## src/rtl/key_entry_controller.sv

```systemverilog
// PS/2 scancode sequencer: assembles hex-digit make codes into a fixed-length key.
// Optional build macro KEY_REPEAT_FILTER_EN suppresses typematic repeats of the same make code.
module key_entry_controller #(
    parameter int DIGITS  = 4,
    parameter int TIMEOUT = 20000
) (
    input  logic                           CLK,
    input  logic                           RST,
    input  logic                           code_valid,
    input  logic [7:0]                     code,
    output logic [4*DIGITS-1:0]            key_out,
    output logic                           key_ready,
    output logic [$clog2(DIGITS+1)-1:0]    digit_count,
    output logic                           entry_error
);

    localparam int KW = 4 * DIGITS;
    localparam int CW = $clog2(DIGITS + 1);
    localparam int TW = $clog2(TIMEOUT + 1);

    localparam logic [7:0] SC_BREAK = 8'hF0;
    localparam logic [7:0] SC_EXT   = 8'hE0;
    localparam logic [7:0] SC_ENTER = 8'h5A;
    localparam logic [7:0] SC_BKSP  = 8'h66;
    localparam logic [7:0] SC_ESC   = 8'h76;

    typedef enum logic [1:0] {
        IDLE,
        BRK,
        EXT,
        EXT_BRK
    } state_t;

    state_t          state;
    state_t          state_nxt;
    logic [TW-1:0]   timer;
    logic [KW-1:0]   buffer;

    logic            make_evt;
    logic            ext_enter;
    logic            brk_done;
    logic            timeout_hit;
    logic            make_act;
    logic [4:0]      nib_hit;
    logic            is_digit;
    logic            is_enter;
    logic            is_bksp;
    logic            is_esc;
    logic            full;

    // {hit, nibble} for hex-digit make codes; hit=0 for everything else.
    function automatic logic [4:0] hex_nibble(input logic [7:0] c);
        logic [4:0] r;
        r = '0;
        case (c)
            8'h45: r = {1'b1, 4'h0};
            8'h16: r = {1'b1, 4'h1};
            8'h1E: r = {1'b1, 4'h2};
            8'h26: r = {1'b1, 4'h3};
            8'h25: r = {1'b1, 4'h4};
            8'h2E: r = {1'b1, 4'h5};
            8'h36: r = {1'b1, 4'h6};
            8'h3D: r = {1'b1, 4'h7};
            8'h3E: r = {1'b1, 4'h8};
            8'h46: r = {1'b1, 4'h9};
            8'h1C: r = {1'b1, 4'hA};
            8'h32: r = {1'b1, 4'hB};
            8'h21: r = {1'b1, 4'hC};
            8'h23: r = {1'b1, 4'hD};
            8'h24: r = {1'b1, 4'hE};
            8'h2B: r = {1'b1, 4'hF};
            default: r = '0;
        endcase
        return r;
    endfunction

    assign timeout_hit = (state != IDLE) && (timer == TW'(TIMEOUT - 1));

    // ---------------- prefix FSM ----------------
    always_ff @(posedge CLK) begin
        if (RST) begin
            state <= IDLE;
        end else begin
            state <= state_nxt;
        end
    end

    // A strobe always wins over a simultaneous timeout expiry.
    always_comb begin
        state_nxt = state;
        make_evt  = 1'b0;
        ext_enter = 1'b0;
        brk_done  = 1'b0;
        if (code_valid) begin
            case (state)
                IDLE: begin
                    if (code == SC_BREAK) begin
                        state_nxt = BRK;
                    end else if (code == SC_EXT) begin
                        state_nxt = EXT;
                    end else begin
                        make_evt = 1'b1;
                    end
                end
                BRK: begin
                    brk_done  = 1'b1;
                    state_nxt = IDLE;
                end
                EXT: begin
                    if (code == SC_BREAK) begin
                        state_nxt = EXT_BRK;
                    end else begin
                        ext_enter = (code == SC_ENTER);
                        state_nxt = IDLE;
                    end
                end
                EXT_BRK: begin
                    brk_done  = 1'b1;
                    state_nxt = IDLE;
                end
                default: state_nxt = IDLE;
            endcase
        end else if (timeout_hit) begin
            state_nxt = IDLE;
        end
    end

    always_ff @(posedge CLK) begin
        if (RST) begin
            timer <= '0;
        end else if (code_valid || timeout_hit || state == IDLE) begin
            timer <= '0;
        end else begin
            timer <= timer + 1'b1;
        end
    end

    // ---------------- typematic repeat filter ----------------
`ifdef KEY_REPEAT_FILTER_EN
    logic [7:0] last_make;

    always_ff @(posedge CLK) begin
        if (RST) begin
            last_make <= '0;
        end else if (brk_done || (!code_valid && timeout_hit)) begin
            last_make <= '0;
        end else if (make_evt) begin
            last_make <= code;
        end
    end

    assign make_act = make_evt && (code != last_make);
`else
    assign make_act = make_evt;
`endif

    // ---------------- key decode ----------------
    always_comb begin
        nib_hit  = hex_nibble(code);
        is_digit = make_act && nib_hit[4];
        is_enter = (make_act && code == SC_ENTER) || ext_enter;
        is_bksp  = make_act && code == SC_BKSP;
        is_esc   = make_act && code == SC_ESC;
        full     = (digit_count == CW'(DIGITS));
    end

    // ---------------- edit buffer and outputs ----------------
    always_ff @(posedge CLK) begin
        if (RST) begin
            buffer      <= '0;
            digit_count <= '0;
            key_out     <= '0;
            key_ready   <= 1'b0;
            entry_error <= 1'b0;
        end else begin
            key_ready   <= 1'b0;
            entry_error <= 1'b0;
            if (is_digit) begin
                if (!full) begin
                    buffer      <= (buffer << 4) | KW'(nib_hit[3:0]);
                    digit_count <= digit_count + 1'b1;
                end else begin
                    entry_error <= 1'b1;
                end
            end else if (is_enter) begin
                if (full) begin
                    key_out     <= buffer;
                    key_ready   <= 1'b1;
                    buffer      <= '0;
                    digit_count <= '0;
                end else begin
                    entry_error <= 1'b1;
                end
            end else if (is_bksp) begin
                if (digit_count != '0) begin
                    buffer      <= buffer >> 4;
                    digit_count <= digit_count - 1'b1;
                end
            end else if (is_esc) begin
                buffer      <= '0;
                digit_count <= '0;
            end
        end
    end

endmodule
```

## config.mk

```make
export PLATFORM = sky130hd
export DESIGN_NAME = key_entry_controller
export DESIGN_NICKNAME = d
export VERILOG_FILES = /design/src/rtl/key_entry_controller.sv
export SDC_FILE = /design/constraint.sdc
export NUM_CORES = 1
export LEC_CHECK = 0
export ABC_AREA = 1
export CAP_MARGIN = 5
export CORE_MARGIN = 4
export CORE_UTILIZATION = 56
export CTS_CLUSTER_SIZE = 10
export DETAILED_ROUTE_END_ITERATION = 16
export PLACE_DENSITY = 0.75
export SYNTH_ARGS = -nofsm -noshare
export SYNTH_HDL_FRONTEND = slang
export SYNTH_SLANG_ARGS = --single-unit
```

## constraint.sdc

```tcl
create_clock -name CLK -period 2.14 [get_ports CLK]
set_input_delay 0.321 -clock CLK [delete_from_list [all_inputs] [get_ports CLK]]
set_output_delay 0.321 -clock CLK [all_outputs]
set_load 0.005 [all_outputs]
```

==> results.sh <==
export IMPL_drt_first_pass_iters=4
export IMPL_maxSlewViolCount=0
export IMPL_rows=25
export IMPL_yosys_area_top_type="dfxtp_1"
export IMPL_nets=516
export IMPL_design_die_area_mm2=0.00633
export IMPL_fp_dieW_um=79.5
export IMPL_yosysMostFrequentCell="nand2_1"
export IMPL_cpMostUsedCell="nand2_1"
export IMPL_synth_area_leaders="dfxtp_1, nand2_1, nor2_1"
export IMPL_vias=2832
export IMPL_grt_overflow_total=0
export IMPL_antenna_found_initial=0
export IMPL_insertion_delay_ns=0.31
export IMPL_cp_num_buf_inv=2
export IMPL_ys_warn_count=0
export IMPL_required_ns=2.35
export IMPL_clock_sinks=54
export IMPL_hp_class="flip-flop to flip-flop"
export IMPL_grt_pass1_wl_mm=11.4
export IMPL_postCtsHoldBufs=0
export IMPL_start_util_pct=59.1
export IMPL_ant_nets=0
export IMPL_synthArstFlopShare_pct=0
export IMPL_seq_area_mm2=0.00108
export IMPL_area_growth_pct=25.3
export IMPL_routed_wirelength_mm=6.40
export IMPL_ir_worst_vdd_uv=330
export IMPL_critPathKind="input pin to flip-flop"
export IMPL_ys_flop_type="dfxtp_1"
export IMPL_cap_violations=0
export IMPL_grt_pass1_vias=2689
export IMPL_fin_crit_ns=1.98
export IMPL_p_total_mw=1.90
export IMPL_worst_ep_arrival_time_ns=2.19
export IMPL_netlist_area_mm2=0.00287
export IMPL_tightest_slew_ns=0.481
export IMPL_clock_path_buffers=2
export IMPL_synth_edf_count=0
export IMPL_cts_buffers_inserted=5
export IMPL_leakage_nw=1.59
export IMPL_synth_cell_types=31
export IMPL_rsz0062_at_grt="no"
export IMPL_die_y_um=79.5
export IMPL_critPathCaptureType="flip-flop"
export IMPL_drive_above_1_share_pct=13.6
export IMPL_drt_initial_drc_count=161
export IMPL_syn_avg_cell_area_um2=6.51
export IMPL_path_max_fanout=11
export IMPL_status="completed"
export IMPL_netlist_area_leader_share_pct=37.7
export IMPL_syn_nets=456
export IMPL_fillers=431
export IMPL_fmax_mhz=506
export IMPL_routabilityCongestion=0.882
export IMPL_clk_pin_slew_ns=0.09
export IMPL_portBuffers=31
export IMPL_cts_tree="done"
export IMPL_setup_viol=0
export IMPL_skew_ns=0.00794
export IMPL_track_usage_pct=22.2
export IMPL_finalCritPeriodShare_pct=92.3
export IMPL_crit_path_top_delay_cell="clkdlybuf4s50_1"
export IMPL_cp_start_kind="input pin"
export IMPL_path_cells="clkdlybuf4s50_1 -> nand2_1 -> nor2_2 -> nand2_1 -> nand2_1 -> nor2_2 -> nand2_1 -> nand2_4 -> nand3_2 -> nand2_4 -> buf_4 -> a21oi_1 -> nor2_1"
export IMPL_multiInputGateArea_mm2=0.00155
export IMPL_netlist_instances=440
export IMPL_grt_max_degree=23
export IMPL_cts_root_buffer="clkbuf_8"
export IMPL_ys_seq_area_share_pct=37.7
export IMPL_viasPerCell=4.99
export IMPL_diodes=0
export IMPL_final_util_pct=74.0
export IMPL_wire_per_inst_um=11.3
export IMPL_finalHoldViolCount=0
export IMPL_hpwl_mm=4.79
export IMPL_htree_levels=2
export IMPL_io_pin_count=32
export IMPL_critPathTopFamily="simple AND/OR/NAND/NOR gates"
export IMPL_relSlewSlack_pct=67.9
export IMPL_synth_commonest_cells="nand2_1, nor2_1, dfxtp_1"
export IMPL_core_area_mm2=0.00485
export IMPL_hold_slack_ns=0.460
export IMPL_cp_slowest_stage_delay_ns=0.54
export IMPL_remaining_drc_errors=0
export IMPL_power_density_mw_per_mm2=528
export IMPL_synth_seq_cells=54
## worst paths after layout
kind                            start                      to  slack [ns]  depth (start not counted)
setup / recovery              code[4]  buffer[2]$_SDFFE_PP0P_        0.16                         13
hold / removal    timer[0]$_SDFF_PP0_     timer[0]$_SDFF_PP0_        0.46                          1
setup reg to reg  timer[0]$_SDFF_PP0_    timer[12]$_SDFF_PP0_        0.24                          9
hold reg to reg   timer[0]$_SDFF_PP0_     timer[0]$_SDFF_PP0_        0.46                          1
## final cells by class
cell class,count,area share (%)
clock buffer,6,2.02
clock inverter,2,1.05
inverter,46,4.81
multi-input combinational,328,43.3
sequential,54,30.1
tap,67,2.34
timing repair buffer,65,16.4
## registers in the layout (all words and copies together) (netlist names)
name         flops
entry_error      1
buffer          16
state            2
key_out         16
timer           15
digit_count      3
key_ready        1
## power breakdown
part           leakage (nW)  switching [mW]  internal (mW)
Sequential            0.436          0.0125           1.02
Clock                0.0514           0.326          0.349
Combinational          1.10           0.108         0.0820
Total                  1.59           0.447           1.45
## cell usage in the layout (no fill, tap or decap), drive strengths merged, types with 2 or more instances in the layout
master	instances
nor2	71
nand2	151
clkbuf	6
nand4	8
or2	2
xnor2	2
dlymetal6s2s	4
nand3	25
ha	5
inv	45
clkdlybuf4s50	27
a21oi	30
xor2	5
nor4	4
nor3	14
dfxtp	54
buf	34
o21ai	8
## through the flow
step                      TNS, ns  setup slack (ns)  instances  instance area, um^2
after floorplan                 0             0.448        440                 2870
after global placement      -2.35            -0.136        560                 3460
after detailed placement    -2.32            -0.143        560                 3460
after CTS                       0             0.186        568                 3570
after global routing            0           0.00626        568                 3590
final                           0             0.165        568                 3590
## logic make-up after synthesis
kind of cell | after synthesis | share of synthesized area (%)
AOI/OAI and AO/OA | 40 | 7.20
xor gates and xnor gates | 7 | 2.14
adders and majority gates | 5 | 2.18
buffers and inverters | 58 | 8.52
DFF | 54 | 37.7
and+or+nand+nor | 276 | 42.2
## metal layers
| layer | wire length [um] | track usage [%] | share of wire (%) |
|---|---|---|---|
| met2 | 3140 | 40.4 | 49 |
| met4 | 8 | 5.33 | 0.13 |
| met5 | 0 | 0 | 0 |
| met1 | 3000 | 27.3 | 47 |
| met3 | 247 | 3.27 | 3.9 |
## worst reg2reg max path: stages, from the launching register on
cell and delay (ns):
dfxtp_1 0.33, ha_1 0.22, nand2_1 0.07, inv_1 0.05, nand2_1 0.12, nor2_1 0.07
nand4_1 0.10, nand2_1 0.11, or3_1 0.54, nor3_1 0.21
## timing repair
| action | 4_1_cts | 5_1_grt |
|---|---|---|
| setup buffers | 0 | 0 |
| gates resized for setup | 0 | 7 |
| setup endpoints to repair | 0 | 10 |
Power figures use the tool's default switching activity.
